==> config.mk <==
export PLATFORM = sky130hd
export DESIGN_NAME = servo_pwm_scheduler
export DESIGN_NICKNAME = d
export VERILOG_FILES = /design/src/rtl/servo_pkg.sv /design/src/rtl/servo_pwm_channel.sv /design/src/rtl/servo_pwm_scheduler.sv
export SDC_FILE = /design/constraint.sdc
export NUM_CORES = 1
export LEC_CHECK = 0
export ABC_AREA = 1
export ABC_CLOCK_PERIOD_IN_PS = 4600
export BUFFER_PORTS_ARGS = -buffer_cell sky130_fd_sc_hd__buf_2
export CAP_MARGIN = 15
export CORE_MARGIN = 4
export CORE_UTILIZATION = 30
export DETAILED_ROUTE_END_ITERATION = 7
export GPL_TIMING_DRIVEN = 0
export PLACE_DENSITY_LB_ADDON = 0.1
export SYNTH_ARGS = -nofsm -noshare
export SYNTH_HDL_FRONTEND = slang
export SYNTH_SLANG_ARGS = --single-unit
export TNS_END_PERCENT = 100
==> constraint.sdc <==
create_clock -name clock -period 4.6 [get_ports clock]
set_clock_uncertainty 0.1 [all_clocks]
set_input_delay 0.46 -clock clock [delete_from_list [all_inputs] [get_ports clock]]
set_output_delay 0.46 -clock clock [all_outputs]
set_load 0.02 [all_outputs]
==> src/rtl/servo_pkg.sv <==
// Shared definitions for the servo PWM scheduler: FSM encoding, default
// pulse bounds and the width clamp used by every channel.
package servo_pkg;

  typedef enum logic [1:0] {
    ST_IDLE  = 2'd0,
    ST_RUN   = 2'd1,
    ST_DRAIN = 2'd2
  } state_t;

  // 50 MHz defaults: 1 ms .. 2 ms pulse, 1.5 ms neutral
  localparam logic [31:0] DEF_MIN_PULSE = 32'd50000;
  localparam logic [31:0] DEF_MAX_PULSE = 32'd100000;
  localparam logic [31:0] DEF_RST_PULSE = 32'd75000;

  // Saturate a requested width into [lo, hi]
  function automatic logic [31:0] clamp_width(input logic [31:0] w,
                                              input logic [31:0] lo,
                                              input logic [31:0] hi);
    logic [31:0] r;
    r = w;
    if (w < lo) r = lo;
    else if (w > hi) r = hi;
    return r;
  endfunction

endpackage

==> src/rtl/servo_pwm_channel.sv <==
// One servo channel: shadow/active width pair, clamp on write, and the
// registered compare that produces the pulse.
module servo_pwm_channel
  import servo_pkg::*;
#(
  parameter logic [31:0] MIN_PULSE = DEF_MIN_PULSE,
  parameter logic [31:0] MAX_PULSE = DEF_MAX_PULSE,
  parameter logic [31:0] RST_PULSE = DEF_RST_PULSE
) (
  input  logic        clock,
  input  logic        reset_n,
  input  logic        wr,
  input  logic [31:0] wr_width,
  input  logic        load,
  input  logic        run,
  input  logic [31:0] count,
  output logic        pwm
);

  logic [31:0] shadow;
  logic [31:0] active;

  // Shadow takes clamped writes at any time; never visible until a load
  always_ff @(posedge clock) begin
    if (!reset_n) shadow <= RST_PULSE;
    else if (wr)  shadow <= clamp_width(wr_width, MIN_PULSE, MAX_PULSE);
  end

  // Active only changes at a frame boundary so pulses are never cut mid-frame
  always_ff @(posedge clock) begin
    if (!reset_n)  active <= RST_PULSE;
    else if (load) active <= shadow;
  end

  // Pulse is high for counter values 0..active-1, one cycle behind the counter
  always_ff @(posedge clock) begin
    if (!reset_n) pwm <= 1'b0;
    else          pwm <= run && (count < active);
  end

endmodule

==> src/rtl/servo_pwm_scheduler.sv <==
// Multi-channel servo PWM scheduler: frame counter and run/drain FSM shared
// by NUM_CH channel slices, plus the width-write port.
module servo_pwm_scheduler
  import servo_pkg::*;
#(
  parameter int          NUM_CH    = 4,
  parameter logic [31:0] PERIOD    = 32'd1000000,
  parameter logic [31:0] MIN_PULSE = DEF_MIN_PULSE,
  parameter logic [31:0] MAX_PULSE = DEF_MAX_PULSE,
  parameter logic [31:0] RST_PULSE = DEF_RST_PULSE
) (
  input  logic              clock,
  input  logic              reset_n,
  input  logic              enable,
  input  logic              cfg_valid,
  output logic              cfg_ready,
  input  logic [2:0]        cfg_ch,
  input  logic [31:0]       cfg_width,
  output logic              cfg_err,
  output logic [NUM_CH-1:0] pwm_out,
  output logic              frame_start,
  output logic              busy
);

  localparam logic [3:0] NUM_CH_W = 4'(NUM_CH);

  state_t      state;
  logic [31:0] count;
  logic        wrap;
  logic        start;
  logic        load;
  logic        accept;
  logic        ch_ok;
  logic        run;

  assign run       = (state != ST_IDLE);
  assign wrap      = run && (count == PERIOD - 32'd1);
  assign start     = (state == ST_IDLE) && enable;
  assign load      = wrap || start;
  // Writes are held off on the wrap cycle so shadow and active never race
  assign cfg_ready = !wrap;
  assign accept    = cfg_valid && cfg_ready;
  assign ch_ok     = ({1'b0, cfg_ch} < NUM_CH_W);

  // Frame FSM, frame counter and registered status outputs
  always_ff @(posedge clock) begin
    if (!reset_n) begin
      state       <= ST_IDLE;
      count       <= 32'd0;
      busy        <= 1'b0;
      frame_start <= 1'b0;
      cfg_err     <= 1'b0;
    end else begin
      cfg_err     <= accept && !ch_ok;
      frame_start <= (state == ST_RUN) && (count == 32'd0);
      case (state)
        ST_IDLE: begin
          count <= 32'd0;
          if (enable) begin
            state <= ST_RUN;
            busy  <= 1'b1;
          end else begin
            busy  <= 1'b0;
          end
        end
        ST_RUN: begin
          count <= wrap ? 32'd0 : count + 32'd1;
          busy  <= 1'b1;
          if (!enable) state <= ST_DRAIN;
        end
        ST_DRAIN: begin
          count <= wrap ? 32'd0 : count + 32'd1;
          if (enable) begin
            state <= ST_RUN;
            busy  <= 1'b1;
          end else if (wrap) begin
            state <= ST_IDLE;
            busy  <= 1'b0;
          end else begin
            busy  <= 1'b1;
          end
        end
        default: begin
          state <= ST_IDLE;
          count <= 32'd0;
          busy  <= 1'b0;
        end
      endcase
    end
  end

  for (genvar i = 0; i < NUM_CH; i++) begin : g_ch
    servo_pwm_channel #(
      .MIN_PULSE (MIN_PULSE),
      .MAX_PULSE (MAX_PULSE),
      .RST_PULSE (RST_PULSE)
    ) u_ch (
      .clock    (clock),
      .reset_n  (reset_n),
      .wr       (accept && ch_ok && (cfg_ch == 3'(i))),
      .wr_width (cfg_width),
      .load     (load),
      .run      (run),
      .count    (count),
      .pwm      (pwm_out[i])
    );
  end

endmodule

Yosys cells after proc, flatten, opt, wreduce, memory -nomap -nowiden
Index checks and enable logic that the tools add are counted.
{"block": "totals", "register_bits": 297, "in_bits": 39}
{"block": "op_classes", "n_addsub": 1, "magnitude_cmp": 7, "eq_ne": 9, "mux": 11, "bitwise": 2, "n_reduce_logical": 24}
{"operator": "$lt A32 B32 Y1", "n": 4}
{"operator": "$mux W32", "n": 2}
{"operator": "$add A32 B1 Y32 const B", "n": 1}
{"operator": "$eq A32 B20 Y1 const B", "n": 1}
{"operator": "$gt A32 B17 Y1 const B", "n": 1}
{"operator": "$logic_not A32 Y1", "n": 1}
{"operator": "$lt A32 B16 Y1 const B", "n": 1}
{"operator": "$logic_and A1 B1 Y1", "n": 14}
{"operator": "$mux W2", "n": 4}
{"operator": "$eq A3 B2 Y1 const B", "n": 2}
{"operator": "$pmux W2 S3", "n": 1}
{"operator": "$ne A2 B2 Y1 const B", "n": 2}
{"operator": "$eq A3 B1 Y1 const B", "n": 1}
{"operator": "$logic_not A3 Y1", "n": 1}
{"operator": "$lt A3 B3 Y1 const B", "n": 1}
{"operator": "$mux W1", "n": 3}
{"operator": "$ne A3 B3 Y1 const B", "n": 1}
{"operator": "$pmux W1 S3", "n": 1}
{"operator": "$reduce_and A3 Y1", "n": 1}
{"operator": "$reduce_or A3 Y1", "n": 1}
{"operator": "$eq A2 B1 Y1 const B", "n": 1}
{"operator": "$eq A2 B2 Y1 const B", "n": 1}
{"operator": "$logic_not A1 Y1", "n": 2}
{"operator": "$logic_not A2 Y1", "n": 1}
{"operator": "other kinds (4)", "n": 5}

Depth between registers and ports, before layout
Gate-level depths: netlist of the first run.
{"block": "logic_depth", "ltp_word": 6, "ltp_mapped": 13, "depth_no_buf": 13}

Modules after synthesis
Synthesis of the first run repeated with hierarchy kept, for this count alone.
{"block": "unflattened", "cells_unflattened": 2077, "area_unflattened_um2": 15018.2}
{"module": "servo_pwm_channel", "n_inst": 4, "cells_each": 432, "area_per_inst_um2": 3194.3, "seq_area_each_um2": 1301.2}
{"module": "servo_pwm_scheduler", "n_inst": 1, "cells_each": 349, "area_per_inst_um2": 2240.9, "seq_area_each_um2": 740.7}

Worst setup path after synthesis of the first run
Ideal clock, no wire load.
{"block": "synth_path", "path_kind": "flip-flop to flip-flop", "startpoint": "register count[1]", "endpoint": "register g_ch[3].u_ch.active[19]", "setup_ns": 0.116, "arrival_ns": 1.710, "path_slack_ns": 2.674, "path_stages_with_launch": 13, "path_cell_list": "dfxtp_1 > ha_1 > nand2_1 > nor2_4 > nand2_4 > nor2_4 > nand2_4 > nand2_4 > inv_2 > buf_6 > buf_6 > o21ai_1 > a21oi_1"}
{"block": "synth_between", "elab_chain_len": 3}
{"item": "from (decl)", "line_no": "servo_pwm_scheduler.sv:28", "rtl": "logic [31:0] count;"}
{"item": "from (signal assigned)", "line_no": "servo_pwm_scheduler.sv:67", "rtl": "count <= wrap ? 32'd0 : count + 32'd1;"}
{"item": "from (signal assigned)", "line_no": "servo_pwm_scheduler.sv:72", "rtl": "count <= wrap ? 32'd0 : count + 32'd1;"}
{"item": "$eq A32 B20 Y1", "line_no": "servo_pwm_scheduler.sv:37", "rtl": "assign wrap = run && (count == PERIOD - 32'd1);"}
{"item": "$logic_and A1 B1 Y1", "line_no": "servo_pwm_scheduler.sv:37"}
{"item": "$logic_or A1 B1 Y1", "line_no": "servo_pwm_scheduler.sv:39", "rtl": "assign load = wrap || start;"}
{"item": "to (signal assigned)", "line_no": "servo_pwm_channel.sv:32", "rtl": "else if (load) active <= shadow;"}
{"item": "to (decl)", "line_no": "servo_pwm_channel.sv:21", "rtl": "logic [31:0] active;"}
No other way between the ends.
A chain may end at the register's enable or synchronous reset.

Final worst setup path of the first run
{"block": "layout_path", "startpoint": "register count[9]", "endpoint": "output port cfg_ready"}
{"block": "layout_between", "elab_chain_len": 3}
{"item": "$eq A32 B20 Y1", "line_no": "servo_pwm_scheduler.sv:37"}
{"item": "$logic_and A1 B1 Y1", "line_no": "servo_pwm_scheduler.sv:37"}
{"item": "$logic_not A1 Y1", "line_no": "servo_pwm_scheduler.sv:41", "rtl": "assign cfg_ready = !wrap;"}
{"item": "to (decl)", "line_no": "servo_pwm_scheduler.sv:16", "rtl": "output logic cfg_ready,"}
No other way between the ends.

==> reports/summary.log, run 1 <==
qor: global_routing.number_of_antenna_violations_at_the_first_check_in_global_routing 0
qor: timing.finalCritPeriodShare 63.5%
qor: route.dr_total_vias 12,500
qor: global_routing.first_global_vias 12,000
qor: finish.n_antenna_cell 0
qor: power_and_ir_drop.netSwitchingFraction 26.4%
qor: logic_synthesis.synth.ff_latch_count 297
qor: die.design.portCount 47
qor: setup_path.r2r.worst_path.cells 10
qor: route.drt_wl_total 46.7 mm
qor: route.post_drt_via_cell_ratio 4.56
qor: cts.post_cts_hold_buffer_count 0
qor: global_routing.grt_pass1_wl 71.6 mm
qor: worst_hold_path.hold_path_depth 3
qor: global_routing.grt_start_max_net_pins 13
qor: die.die_width 230 um
qor: logic_synthesis.avgSynthCellArea 7.43 sq um
qor: timing.final-hold-violation-count 0
qor: job.maxCapViolCount 0
qor: power_and_ir_drop.clock_power_share 45.9%
qor: die.die-area 0.0527 sq mm
qor: route.drt_pass1_iterations 8
qor: power_and_ir_drop.power.switching 1.76 mW
qor: timing.period_minus_slack 2.92 ns
qor: setup_path.path_max_fanout 9
qor: power_and_ir_drop.power.share.sequential 41.8%
qor: global_routing.grtUsageTotal 17.7%
qor: timing.tightest_slew 0.894 ns
qor: timing.setup_viol_count_final 0
qor: timing.timing.fmax 342 MHz
qor: cts.post_cts.resized_instances 0
qor: placed_design.dpl-instance-area 0.0158 sq mm
qor: finish.fillerInstances 5,228
qor: cts.root_buffer sky130_fd_sc_hd__clkbuf_16
qor: power_and_ir_drop.cellPowerDensity 391 mW/mm^2
qor: power_and_ir_drop.combinationalPowerShare 12.2%
qor: cts.cts.htree.levels 2
qor: setup_path.type_of_the_worst_setup_path reg2out
qor: die.coreArea 0.0481 sq mm
qor: cts.clkLatencyLatePin 0.55 ns
qor: global_routing.total_overflow_reported_by_the_global_router 0
qor: logic_synthesis.ys.warnings.count 0
qor: global_routing.groute.layer.met1.usage 24.4%
qor: worst_hold_path.worst_hold_path_type in2reg
qor: power_and_ir_drop.power.static_leakage 7.69 nW
qor: die.core_rows 80
qor: timing.slew_headroom 40.4%
qor: finish.number_of_nets_in_the_layout 2,233
qor: timing.timing.setup.tns 0 ns
qor: die.floorplan.die.height 230 um
qor: placed_design.numPortBuffers 44
qor: cts.clock_tree_from_tritoncts yes
qor: power_and_ir_drop.power.internal 4.91 mW
qor: logic_synthesis.syn-num-nets 2,150
qor: logic_synthesis.synth.yosys.seq_area_share 40.4%
qor: placed_design.place.detailed.hpwl 35.0 mm
qor: setup_path.critPathLaunchType flip-flop
qor: logic_synthesis.syn-cell-area 0.0147 sq mm
qor: timing.holdWs 0.0767 ns
qor: cts.path_clk_slew 0.06 ns
qor: finish.layout.cells.most_common_list sky130_fd_sc_hd__nand2_1 (389), sky130_fd_sc_hd__inv_1 (300), sky130_fd_sc_hd__dfxtp_1 (297)
qor: timing.drv_slew 0
qor: placed_design.globalplace.congestion 0.854
qor: logic_synthesis.netlist-cell-type-count 39
qor: route.first_iter_violations 723
qor: status.outcome finished clean
qor: cts.cts_num_sinks 297
qor: cts.cts-root-to-sink-buffers 3
qor: global_routing.groute.layer.met2.usage 28.3%
qor: setup_path.worst_setup_path_end_kind primary output
qor: logic_synthesis.synth-main-ff-cell sky130_fd_sc_hd__dfxtp_1
qor: setup_path.crit_arrival 2.36 ns
qor: timing.grt_setup_unrepaired false
qor: cts.postCtsSetupRepairBufs 0
qor: route.drt.antenna.violating_nets 0
qor: global_routing.gr-max-usage-layer met2
qor: logic_synthesis.async_flop_share 0%
qor: finish.finish.instance_area 0.0171 sq mm
qor: setup_path.ff2ff_setup_slack 1.86 ns
qor: route.wl_per_cell 17.0 um
qor: finish.layout_commonest_cell sky130_fd_sc_hd__nand2_1
qor: die.starting_utilization_of_the_core_area 30.6%
qor: finish.post_route_cells_drive_above_1_share 10.6%
qor: power_and_ir_drop.vdd_ir_drop_max 0.226 mV
qor: route.detail_route.drc_violations 0
qor: finish.syn_to_final_growth 15.8%
qor: logic_synthesis.number_of_flops_mapped_to_enable_cells_by_yosys 0
qor: cts.number_of_buffers_inserted_during_clock_tree_synthesis 37
qor: global_routing.grt_use_met3 3.50%
qor: setup_path.cp_data_required_time 4.04 ns
qor: logic_synthesis.synthesis.instances 1,981
## worst max-delay path: stages (launching register included)
cell	delay [ns]
sky130_fd_sc_hd__dfxtp_1	0.76
sky130_fd_sc_hd__nand2_1	0.18
sky130_fd_sc_hd__nor2_1	0.19
sky130_fd_sc_hd__nor4b_1	0.30
sky130_fd_sc_hd__nand4_1	0.17
sky130_fd_sc_hd__buf_2	0.21
## power groups by stage
| stage | Sequential [mW] | Clock, mW | Combinational, mW |
|---|---|---|---|
| floorplan | 2.83 | 0 | 0.579 |
| global placement | 2.84 | 0 | 0.814 |
| detailed placement | 2.84 | 0 | 0.823 |
| CTS | 2.79 | 3.16 | 0.827 |
| global route | 2.80 | 3.26 | 0.937 |
| finish | 2.79 | 3.06 | 0.816 |
## cell usage after synthesis, drive strengths merged, types with 2 or more instances
library cell  number  area [sq um]
inv              306          1150
nor4               5          31.3
nor3              60           300
o21ai            150           751
or2                8          50.1
clkbuf            29           109
o21a               4          30.0
nand2            392          1490
nor3b              3          22.5
buf               56           457
nand3b             2          15.0
nand3             78           403
nand4             28           188
dfxtp            297          5950
a21oi            217          1220
nor2             195           772
o211ai             4          30.0
xor2               8          70.1
and3               2          12.5
ha               130          1630
## final cells by class
| type | count | area, sq um | share of cell area, % |
|---|---|---|---|
| inverters | 307 | 1150 | 6.76 |
| plain buffers | 85 | 566 | 3.32 |
| clock buffers | 57 | 1150 | 6.77 |
| well taps | 656 | 821 | 4.81 |
| repair buffers | 44 | 220 | 1.29 |
| clock inverters | 10 | 133 | 0.778 |
| multi-input cells | 1292 | 7060 | 41.4 |
| flip-flops and latches | 297 | 5950 | 34.9 |
## worst paths after layout
path                                                        endpoint                                 start
worst max-delay path                                       cfg_ready                   count[9]$_SDFF_PP0_
worst min-delay path                              cfg_err$_SDFF_PN0_                             cfg_ch[2]
worst max register to register  g_ch[2].u_ch.shadow[10]$_SDFFE_PN1P_                  count[15]$_SDFF_PP0_
worst min register to register  g_ch[3].u_ch.shadow[17]$_SDFFE_PN0P_  g_ch[3].u_ch.shadow[17]$_SDFFE_PN0P_
## kinds of logic after synthesis
family	share of synthesized area, %
xor gates and xnor gates	0.535
AOI/OAI and AO/OA	13.9
DFF	40.4
buffers and inverters	11.7
and+or+nand+nor	22.4
adders and majority gates	11.0
## layer usage
metal | share of wire, % | vias to the layer above | wire length, um
met5 | 0 | - | 0
met4 | 2.7 | 0 | 1260
met3 | 4.7 | 72 | 2190
met2 | 44 | 213 | 20500
met1 | 49 | 5703 | 22800
li1 | - | 6539 | -
## flip-flops by register name, indices dropped and copies added (netlist names)
| register | flops |
|---|---|
| g_ch.u_ch.pwm | 4 |
| frame_start | 1 |
| state | 2 |
| cfg_err | 1 |
| g_ch.u_ch.shadow | 128 |
| busy | 1 |
| g_ch.u_ch.active | 128 |
| count | 32 |
## per-stage QoR
step	utilization [%]	setup slack (ns)	cells	power (mW)
3_5_place_dp	32.7	1.80	2681	3.67
2_1_floorplan	-	2.67	1981	3.41
3_3_place_gp	32.7	1.82	2681	3.66
5_1_grt	35.4	1.47	2748	7.00
6_report	35.4	1.68	2748	6.67
4_1_cts	35.4	1.65	2748	6.78
Power figures use the tool's default switching activity.
==> run 2: changes to the inputs <==
Settings changed: ABC_AREA 1 to 0, ABC_CLOCK_PERIOD_IN_PS 4600 to 2900.
Clock period 4.6 ns to 2.9 ns, I/O delays scaled along.
==> reports/summary.log, run 2 <==
qor: cts.path_clk_slew 0.06 ns
qor: power_and_ir_drop.power.internal 7.25 mW
qor: route.wl_met3 1.39 mm
qor: die.floorplan.die.height 224 um
qor: timing.drv_slew 0
qor: power_and_ir_drop.vdd_ir_drop_max 0.388 mV
qor: setup_path.crit_arrival 3.29 ns
qor: timing.final-hold-violation-count 0
qor: die.design.portCount 47
qor: status.outcome finished with violations
qor: setup_path.worst_setup_path_end_kind flip-flop
qor: setup_path.path_max_fanout 10
qor: finish.layout_commonest_cell sky130_fd_sc_hd__nand2_1
qor: logic_synthesis.syn-cell-area 0.0140 sq mm
qor: finish.n_antenna_cell 0
qor: setup_path.critPathLaunchType flip-flop
qor: route.routed.top_layer met4
qor: placed_design.numPortBuffers 46
qor: logic_synthesis.async_flop_share 0%
qor: logic_synthesis.netlist-cell-type-count 58
qor: route.met1_length 22.3 mm
qor: setup_path.type_of_the_worst_setup_path reg2reg
qor: timing.grt_setup_unrepaired true
qor: power_and_ir_drop.cellPowerDensity 586 mW/mm^2
qor: cts.cts_num_sinks 297
qor: power_and_ir_drop.netSwitchingFraction 24.1%
qor: placed_design.globalplace.congestion 0.791
qor: route.met2RoutedLength 19.4 mm
qor: timing.setup_viol_count_final 5
qor: power_and_ir_drop.power.share.sequential 43.7%
qor: route.wl_per_cell 18.8 um
qor: worst_hold_path.worst_hold_path_type in2reg
qor: finish.reg_top3 g_ch.u_ch.active x128, g_ch.u_ch.shadow x128, count x32
qor: route.drt.antenna.violating_nets 0
qor: die.die_width 224 um
qor: finish.syn_to_final_growth 16.7%
qor: logic_synthesis.number_of_flops_mapped_to_enable_cells_by_yosys 0
qor: setup_path.r2r.worst_path.cells 7
qor: cts.cts.htree.levels 2
qor: route.detail_route.drc_violations 0
qor: timing.holdWs 0.0219 ns
qor: timing.timing.final.ws_setup -0.0341 ns
qor: logic_synthesis.synth.ff_latch_count 297
qor: power_and_ir_drop.power.static_leakage 6.79 nW
qor: route.dr_total_vias 11,300
qor: route.drt_wl_total 44.2 mm
qor: cts.root_buffer sky130_fd_sc_hd__clkbuf_16
qor: status.violations negative setup slack
qor: die.coreArea 0.0458 sq mm
qor: global_routing.grt_pass1_wl 67.2 mm
qor: logic_synthesis.avgSynthCellArea 8.56 sq um
qor: timing.tightest_slew 1.13 ns
qor: die.die-area 0.0501 sq mm
qor: route.post_drt_via_cell_ratio 4.82
qor: logic_synthesis.yosys-top-cells-area sky130_fd_sc_hd__dfxtp_1 (43%), sky130_fd_sc_hd__ha_1 (12%), sky130_fd_sc_hd__nand2_1 (9.2%), sky130_fd_sc_hd__a21boi_0 (4.0%), sky130_fd_sc_hd__inv_1 (3.6%)
qor: logic_synthesis.synthesis.instances 1,634
qor: cts.clock_tree_from_tritoncts yes
qor: logic_synthesis.syn-num-nets 1,803
qor: global_routing.number_of_antenna_violations_at_the_first_check_in_global_routing 0
qor: timing.finalCritPeriodShare 101%
qor: worst_hold_path.hold_path_depth 3
qor: global_routing.grtUsageTotal 17.4%
qor: cts.clkLatencyLatePin 0.53 ns
qor: route.first_iter_violations 623
qor: setup_path.critPathSlowestCell sky130_fd_sc_hd__dfxtp_1
qor: logic_synthesis.ys.warnings.count 0
qor: cts.cts-root-to-sink-buffers 3
qor: timing.timing.fmax 341 MHz
qor: global_routing.grt_start_max_net_pins 14
qor: timing.period_minus_slack 2.93 ns
qor: global_routing.first_global_vias 11,000
qor: placed_design.place.detailed.hpwl 32.7 mm
qor: timing.timing.setup.tns -0.108 ns
qor: finish.fillerInstances 4,751
qor: logic_synthesis.synth-main-ff-cell sky130_fd_sc_hd__dfxtp_1
qor: power_and_ir_drop.combinationalPowerShare 7.4%
qor: logic_synthesis.post_synth_most_frequent_cells sky130_fd_sc_hd__nand2_1 (342), sky130_fd_sc_hd__dfxtp_1 (297), sky130_fd_sc_hd__inv_1 (134)
qor: setup_path.timing.critical_path.cells nor4_1 -> nand2_1 -> nor3_4 -> nor3_2 -> clkbuf_1 -> nand2_1 -> a21boi_0
qor: finish.number_of_nets_in_the_layout 1,896
qor: setup_path.worst_path_most_repeated_cell sky130_fd_sc_hd__nand2_1
qor: logic_synthesis.synth_most_common_cell sky130_fd_sc_hd__nand2_1
qor: timing.slew_headroom 23.9%
qor: logic_synthesis.portion_of_synthesized_cell_area_occupied_by_the_leading_cell_type 42.5%
qor: cts.number_of_buffers_inserted_during_clock_tree_synthesis 36
qor: setup_path.critPathMaxStageDelay 0.79 ns
qor: finish.post_route_cells_drive_above_1_share 10.1%
qor: global_routing.total_overflow_reported_by_the_global_router 0
qor: die.core_rows 78
qor: job.maxCapViolCount 0
qor: logic_synthesis.synth_top_area_cell sky130_fd_sc_hd__dfxtp_1
qor: logic_synthesis.synth.yosys.seq_area_share 42.5%
qor: finish.layout.cells.most_common_list sky130_fd_sc_hd__nand2_1 (342), sky130_fd_sc_hd__dfxtp_1 (286), sky130_fd_sc_hd__inv_1 (134)
qor: power_and_ir_drop.clock_power_share 48.9%
qor: die.starting_utilization_of_the_core_area 30.6%
qor: setup_path.cp_data_required_time 3.26 ns
qor: route.drt_pass1_iterations 5
qor: power_and_ir_drop.power.switching 2.31 mW
[run 2: cell count changes after synthesis, moves of 42 or more]
| cell | previous run | this run |
|---|---|---|
| sky130_fd_sc_hd__and3_1 | 2 | 68 |
| sky130_fd_sc_hd__inv_1 | 300 | 134 |
| sky130_fd_sc_hd__nor3_1 | 60 | 11 |
| sky130_fd_sc_hd__o21ai_0 | 98 | 34 |
| sky130_fd_sc_hd__a21oi_1 | 182 | 63 |
| sky130_fd_sc_hd__nand2_1 | 389 | 342 |
| sky130_fd_sc_hd__a21boi_0 | 0 | 75 |
| sky130_fd_sc_hd__o211ai_1 | 4 | 46 |
| sky130_fd_sc_hd__o21ai_1 | 52 | 0 |
| sky130_fd_sc_hd__nor2_1 | 187 | 54 |
| sky130_fd_sc_hd__a21boi_1 | 0 | 49 |
[run 2: per-stage QoR]
stage / utilization, % / setup slack, ns / power, mW / area (sq um) / std cells
6_report: 35.7 / -0.0341 / 9.56 / 16300 / 2353
4_1_cts: 35.5 / -0.0262 / 9.71 / 16300 / 2350
5_1_grt: 35.7 / -0.181 / 9.93 / 16300 / 2353
3_3_place_gp: 32.7 / -0.145 / 4.97 / 15000 / 2280
2_1_floorplan: - / 0.555 / 4.68 / 14000 / 1634
3_5_place_dp: 32.7 / -0.158 / 4.97 / 15000 / 2280
[run 2: final cells by class]
type | instances | area (sq um) | area share (%)
clock buffers | 53 | 1060 | 6.47
plain buffers | 87 | 452 | 2.77
repair buffers | 56 | 315 | 1.93
clock inverters | 11 | 161 | 0.989
flip-flops and latches | 297 | 5960 | 36.5
well taps | 600 | 751 | 4.60
inverters | 135 | 507 | 3.11
multi-input cells | 1114 | 7120 | 43.6
[run 2: cells by family (layout without fill, tap and decap cells)]
kind of cell | after synthesis | count (layout) | synth area share, %
fa+ha+maj | 130 | 130 | 11.6
xor+xnor | 23 | 23 | 1.44
simple gates | 642 | 642 | 22.0
flops | 297 | 297 | 42.5
buf+inv | 223 | 342 | 6.80
compound gates | 319 | 319 | 15.6
[run 2: power by group through the flow]
stage          clock (mW)  sequential (mW)  combinational (mW)
6_report             4.68             4.18               0.705
5_1_grt              4.97             4.18               0.782
2_1_floorplan           0             4.26               0.416
4_1_cts              4.81             4.18               0.717
3_5_place_dp            0             4.27               0.705
3_3_place_gp            0             4.27               0.703
[run 2: metal layers]
| layer | up-vias | track usage, % |
|---|---|---|
| li1 | 5762 | - |
| met1 | 5350 | 25.2 |
| met2 | 175 | 27.4 |
| met3 | 58 | 2.15 |
| met4 | 0 | 4.93 |
| met5 | - | 0 |
[run 2: path summary, 6_finish.rpt]
kind	start	end	slack [ns]
worst max-delay path	count[12]$_SDFF_PP0_	g_ch[3].u_ch.shadow[14]$_SDFFE_PN0P_	-0.03
worst min-delay path	cfg_width[9]	g_ch[0].u_ch.shadow[9]$_SDFFE_PN0P_	0.02
worst max register to register	count[12]$_SDFF_PP0_	g_ch[3].u_ch.shadow[14]$_SDFFE_PN0P_	-0.03
worst min register to register	g_ch[1].u_ch.active[9]$_SDFFE_PN0P_	g_ch[1].u_ch.active[9]$_SDFFE_PN0P_	0.35
[run 2: timing repair]
action | 4_1_cts | 5_1_grt
pin swaps | 1 | 2
endpoints found under the setup margin | 97 | 87
gates resized for setup | 14 | 8
endpoints found under the hold margin | 12 | 0
hold buffers | 5 | 0
setup buffers | 1 | 3
[run 2: critical path: cells and delay by family, from the launching register on]
kind                   cells  cell delay (ns)
buffers and inverters      1             0.54
DFF                        1             0.79
and+or+nand+nor            5             1.26
AOI/OAI and AO/OA          1             0.16
